===== src/rtl/riscv_uart_tx_mmio.sv =====
// Memory-mapped 8N1 UART transmitter on the core's data-memory port.
// Stores commit once per core cycle (on the rising edge of clk3), bytes are
// queued in a small FIFO and shifted out LSB first on txd.
module riscv_uart_tx_mmio #(
    parameter logic [31:0] BASE_ADDR   = 32'h0000_F000,
    parameter int          FIFO_DEPTH  = 8,
    parameter logic [15:0] DEFAULT_DIV = 16'd16
) (
    input  logic        clk,
    input  logic        x_reset,
    input  logic        clk3,
    input  logic [31:0] addr,
    input  logic        write_en,
    input  logic [31:0] wdata,
    output logic        hit,
    output logic [31:0] dout,
    output logic        txd,
    output logic        irq_empty
);
    localparam int PTR_W = $clog2(FIFO_DEPTH);
    localparam int CNT_W = PTR_W + 1;
    localparam logic [CNT_W-1:0] FULL_CNT = CNT_W'(FIFO_DEPTH);

    typedef enum logic [1:0] {IDLE, START, DATA, STOP} state_t;

    state_t           state;
    logic             clk3_q;
    logic [15:0]      bauddiv;
    logic [15:0]      div_q;
    logic [15:0]      baud_cnt;
    logic [2:0]       bit_cnt;
    logic [7:0]       shreg;
    logic             overflow;
    logic [7:0]       mem [FIFO_DEPTH];
    logic [PTR_W-1:0] wr_ptr;
    logic [PTR_W-1:0] rd_ptr;
    logic [CNT_W-1:0] count;
    logic [7:0]       count8;
    logic             full;
    logic             empty;
    logic             busy;
    logic             commit;
    logic             wr_txdata;
    logic             wr_status;
    logic             wr_baud;
    logic             push;
    logic             pop;
    logic             bit_end;
    logic             unused_ok;

    assign hit       = (addr[31:4] == BASE_ADDR[31:4]);
    // clk3 stays high for more than one clk; only its rising edge marks the store
    assign commit    = hit & write_en & clk3 & ~clk3_q;
    assign wr_txdata = commit & (addr[3:2] == 2'd0);
    assign wr_status = commit & (addr[3:2] == 2'd1);
    assign wr_baud   = commit & (addr[3:2] == 2'd2);

    assign full    = (count == FULL_CNT);
    assign empty   = (count == '0);
    assign busy    = (state != IDLE);
    assign pop     = (state == IDLE) & ~empty;
    // A full FIFO still accepts a byte when the transmitter drains one in the same cycle
    assign push    = wr_txdata & (~full | pop);
    assign bit_end = (baud_cnt == div_q - 16'd1);
    assign count8  = 8'(count);

    assign unused_ok = &{1'b0, addr[1:0], wdata[31:16]};

    // Read mux; everything outside the window or write-only reads as zero
    always_comb begin
        dout = '0;
        if (hit) begin
            case (addr[3:2])
                2'd1:    dout = {16'h0, count8, 4'h0, overflow, empty, full, busy};
                2'd2:    dout = {16'h0, bauddiv};
                default: dout = '0;
            endcase
        end
    end

    // Previous clk3 level for store edge detection
    always_ff @(posedge clk) begin
        if (x_reset) clk3_q <= 1'b0;
        else         clk3_q <= clk3;
    end

    // Baud divider register and sticky overflow flag
    always_ff @(posedge clk) begin
        if (x_reset) begin
            bauddiv  <= DEFAULT_DIV;
            overflow <= 1'b0;
        end else begin
            if (wr_baud && (wdata[15:0] != 16'd0)) bauddiv <= wdata[15:0];
            if (wr_status && wdata[3])             overflow <= 1'b0;
            else if (wr_txdata && full && !pop)    overflow <= 1'b1;
        end
    end

    // FIFO pointers and occupancy
    always_ff @(posedge clk) begin
        if (x_reset) begin
            wr_ptr <= '0;
            rd_ptr <= '0;
            count  <= '0;
        end else begin
            if (push) wr_ptr <= wr_ptr + 1'b1;
            if (pop)  rd_ptr <= rd_ptr + 1'b1;
            case ({push, pop})
                2'b10:   count <= count + 1'b1;
                2'b01:   count <= count - 1'b1;
                default: count <= count;
            endcase
        end
    end

    // FIFO storage; contents need no reset since the pointers gate access
    always_ff @(posedge clk) begin
        if (push) mem[wr_ptr] <= wdata[7:0];
    end

    // Frame serialiser; div_q is captured at pop so divider writes apply per frame
    always_ff @(posedge clk) begin
        if (x_reset) begin
            state    <= IDLE;
            txd      <= 1'b1;
            div_q    <= DEFAULT_DIV;
            baud_cnt <= '0;
            bit_cnt  <= '0;
        end else begin
            case (state)
                IDLE: begin
                    txd <= 1'b1;
                    if (pop) begin
                        shreg    <= mem[rd_ptr];
                        div_q    <= bauddiv;
                        baud_cnt <= '0;
                        state    <= START;
                        txd      <= 1'b0;
                    end
                end
                START: begin
                    if (bit_end) begin
                        baud_cnt <= '0;
                        bit_cnt  <= '0;
                        state    <= DATA;
                        txd      <= shreg[0];
                    end else begin
                        baud_cnt <= baud_cnt + 16'd1;
                    end
                end
                DATA: begin
                    if (bit_end) begin
                        baud_cnt <= '0;
                        shreg    <= shreg >> 1;
                        if (bit_cnt == 3'd7) begin
                            state <= STOP;
                            txd   <= 1'b1;
                        end else begin
                            bit_cnt <= bit_cnt + 3'd1;
                            txd     <= shreg[1];
                        end
                    end else begin
                        baud_cnt <= baud_cnt + 16'd1;
                    end
                end
                STOP: begin
                    txd <= 1'b1;
                    if (bit_end) begin
                        baud_cnt <= '0;
                        state    <= IDLE;
                    end else begin
                        baud_cnt <= baud_cnt + 16'd1;
                    end
                end
                default: begin
                    state <= IDLE;
                    txd   <= 1'b1;
                end
            endcase
        end
    end

    // Interrupt when nothing is queued and the line is idle
    always_ff @(posedge clk) begin
        if (x_reset) irq_empty <= 1'b1;
        else         irq_empty <= empty & (state == IDLE);
    end
endmodule


===== config.mk =====
export PLATFORM = sky130hd
export DESIGN_NAME = riscv_uart_tx_mmio
export DESIGN_NICKNAME = d
export VERILOG_FILES = /design/src/rtl/riscv_uart_tx_mmio.sv
export SDC_FILE = /design/constraint.sdc
export NUM_CORES = 1
export LEC_CHECK = 0
export ABC_CLOCK_PERIOD_IN_PS = 9200
export BUFFER_PORTS_ARGS = -buffer_cell sky130_fd_sc_hd__buf_2
export CORE_MARGIN = 2
export CORE_UTILIZATION = 45
export CTS_BUF_LIST = sky130_fd_sc_hd__clkbuf_8 sky130_fd_sc_hd__clkbuf_16
export DETAILED_ROUTE_END_ITERATION = 16
export PLACE_DENSITY = 0.66
export SLEW_MARGIN = 25
export SYNTH_ARGS = -nofsm -noshare
export SYNTH_HDL_FRONTEND = slang
export SYNTH_SLANG_ARGS = --single-unit

===== constraint.sdc =====
create_clock -name clk -period 9.2 [get_ports clk]
set_input_delay 1.84 -clock clk [delete_from_list [all_inputs] [get_ports clk]]
set_output_delay 1.84 -clock clk [all_outputs]
set_load 0.02 [all_outputs]

==> metrics <==
status=complete, no violations; H-tree depth=4; r2r endpoint=baud_cnt[5]; drt via density=5.55; Routed met1 length=6400 um; Seq pwr share=0.401; total CTS buffers=17; die footprint=0.0160 mm^2; nets=755; Critical Path RT=7.36 ns; Mapped Area=around 0.0067 mm^2; clk buf depth=2; starting density of the core=0.461; CORE AREA=about 0.015 mm^2; crit path from=addr[25]; WL/cell=about 16 um; Synth area leader=edfxtp_1; startpoint types=primary input; CTS Hold Bufs=0; Routed Antenna Nets=0; Switch Pwr=~610 uW; Final WS setup=3.60 ns; FF/Latch Area=between 0.003 and 0.004 mm^2; die height=about 130 um; via count=4816; Synth Flop Type=edfxtp_1; part of the cycle the worst path needs=0.609; post-synth top area share=0.321; crit path to=dout[2]; Post-synth EDFFs=72; Setup violations, final=0; # DRC=0; crit path max fanout=10; I/O pin count=approximately 100; Peak VDD IR=roughly 0.00017 V; die width=about 130 um; drt pass-1 iters=5; fin crit period=5.60 ns; pin count of the biggest net entering global routing=53; first-pass GRT wire length=roughly 24000 um; RSZ-0062 raised after global routing=no; syn_area_per_cell=11.1 um^2; Post-Route WL=14200 um; CP arrival=3.76 ns; Worst-Margin Slew=0.983 ns; placed cell area=around 0.0072 mm^2; power density cells=~250 mW/mm^2; Crit. End Element=primary output; Port Buffers=68; clk sinks=between 100 and 150; warnings from Yosys=0; P_int=about 1300 uW; FP Rows=44; R2R Setup Slk=5.83 ns; area occupied by multi-input gates=between 0.002 and 0.003 mm^2; Max Clk Rate=approximately 180 MHz; Area contributors post-synth=edfxtp_1 (32%), dfxtp_1 (21%), mux4_2 (5.4%), mux2i_1 (4.3%), nand2_1 (3.5%); post-synthesis sequential area ratio=0.529; fin area=0.00777 mm^2; Slew headroom=0.345; Slowest cell on crit path=nor2_1; Post-Place Setup Slack=around 3.6 ns; fill count=between 1k and 1.5k; Tot Pwr=about 1900 uW; Hold Path Stages=2; Synth cell types=a little under 60; grt ovf=0; vias in the first global route=approximately 4.8k; CTS resizes=0; # Post-CTS Setup Buffers=0; placed wire-length estimate=around 10000 um; CP Cell Sequence=buf_2, nor4_1, nand4_1, nor2_1, nand2_1, nor2_1, buf_2; Min-Delay Path Class=register to register; WS Path Type=primary input to primary output; n_diodes=0; Async S/R FF share, synth=0; max-slew violations=0; DRT iter0 DRCs=360; Clock Skew=~0.0096 ns; CTS tree=yes; GPL Wtd Cong=just over 0.8; final count of hold timing violations=0; clk root buf=clkbuf_16; worst r2r src=div_q[2]; Comb pwr share=0.236; met3 WL=767 um; part of the power in the clock network=0.363; Mapped Cells=between 600 and 700; leakage=around 0.0029 uW; reg2reg path depth=8; Final Util=0.532; Clock Pin Slew Worst Setup and Hold Paths=0.06 ns; antenna violations before repair=0; Sw Ratio=0.318; highest routed layer=met4; area delta synth->final=15.4%; Tot GR Track Use=0.186; worst skew pair latency=around 0.43 ns; crit-path max cell delay=between 0.5 and 0.6 ns; layout cells sized above 1=0.193; post-synthesis register bit count=between 100 and 150; setup TNS=0 ns; met2 wire length=roughly 7000 um; max cap viols=0
[synth_stat cells, types with 2 or more instances]
library cell	number
edfxtp_1	72
a21oi_1	27
a22oi_1	7
nor2b_1	2
buf_2	3
or3_1	4
o22ai_1	2
nand2_1	63
mux4_2	16
nor3b_1	10
o21ai_0	25
nor4b_1	3
buf_4	16
a21o_1	11
nor4_2	2
clkbuf_1	20
nand3_1	13
nor4_1	11
and2_1	2
inv_1	18
a22o_1	2
and3_1	21
o31ai_1	2
nand4_1	2
xnor2_1	17
dfxtp_1	70
nor3_1	12
ha_1	15
nor2_1	57
a211oi_1	4
nand2b_1	7
buf_1	4
o311ai_0	2
xor2_1	11
mux2i_1	29
a31oi_1	3
[state kept, by name (all words and copies together), names as in the netlist, 2 cells and up, named ones only]
register,cells
div_q,16
baud_cnt,16
shreg,8
rd_ptr,3
count,4
wr_ptr,3
mem,64
bauddiv,16
state,2
bit_cnt,3
[how the worst min path moves through the flow]
stage	to	start	slack (ns)
4_1_cts	div_q[15]	div_q[15]	0.48
3_5_place_dp	div_q[15]	div_q[15]	0.47
6_report	div_q[15]	div_q[15]	0.48
3_3_place_gp	bit_cnt[2]	bit_cnt[2]	0.46
5_1_grt	div_q[2]	bauddiv[2]	0.49
2_1_floorplan	div_q[15]	bauddiv[15]	0.44
[metrics by stage]
stage,hold WS (ns),instances
2_1_floorplan,0.440,623
5_1_grt,0.493,868
3_5_place_dp,0.469,836
3_3_place_gp,0.458,836
4_1_cts,0.478,868
6_report,0.476,868
[layout by cell type (no fill, tap or decap), types with 3 or more instances in the layout]
master     Yosys  layout
a211oi_1       4       4
nor2_1        57      57
nor4_1        11      11
buf_2          3      68
edfxtp_1      72      72
or3_1          4       4
xnor2_1       17      17
a22oi_1        7       7
clkbuf_16      0      17
conb_1         1      16
buf_4         16       4
a21o_1        11      11
ha_1          15      15
nand2b_1       7       7
xor2_1        11      11
nand3_1       13      13
and3_1        21      21
a31oi_1        3       3
nand2_1       63      63
mux2i_1       29      29
nor3b_1       10      10
inv_6          0       4
nor3_1        12      12
nor4b_1        3       3
mux4_2        16      16
a21oi_1       27      27
dfxtp_1       70      69
inv_8          0       4
inv_1         18      18
o21ai_0       25      25
[metal layers]
metal | GRT usage | up-vias
met5 | 0 | -
met4 | 0.0672 | 0
met3 | 0.0451 | 21
met2 | 0.310 | 142
met1 | 0.238 | 2337
li1 | - | 2316
[critical path: cells and delay by family]
family / cells / cell delay (ns)
simple gates: 5 / 1.63
buf+inv: 2 / 0.29
[area by class of cell]
class | count | share of cell area
Sequential cell | 142 | 0.459
Timing Repair Buffer | 72 | 0.0477
Multi-Input combinational cell | 420 | 0.377
Clock inverter | 15 | 0.0227
Tap cell | 184 | 0.0296
Clock buffer | 17 | 0.0548
Inverter | 18 | 0.00870
[power groups by stage]
stage | combinational (uW) | sequential (uW) | clock (uW)
floorplan | 372 | 751 | 0
global placement | 436 | 779 | 0
detailed placement | 450 | 782 | 0
CTS | 452 | 769 | 708
global route | 502 | 778 | 730
finish | 453 | 768 | 696
[cells by family after synthesis]
kind of cell | count (synthesis) | synth area share
muxes | 46 | 0.0983
other | 1 | 0.000557
DFF | 142 | 0.529
AOI/OAI and AO/OA | 99 | 0.100
xor gates and xnor gates | 28 | 0.0364
adders and majority gates | 16 | 0.0309
buffers and inverters | 61 | 0.0435
and+or+nand+nor | 215 | 0.161
Power figures use the tool's default switching activity.
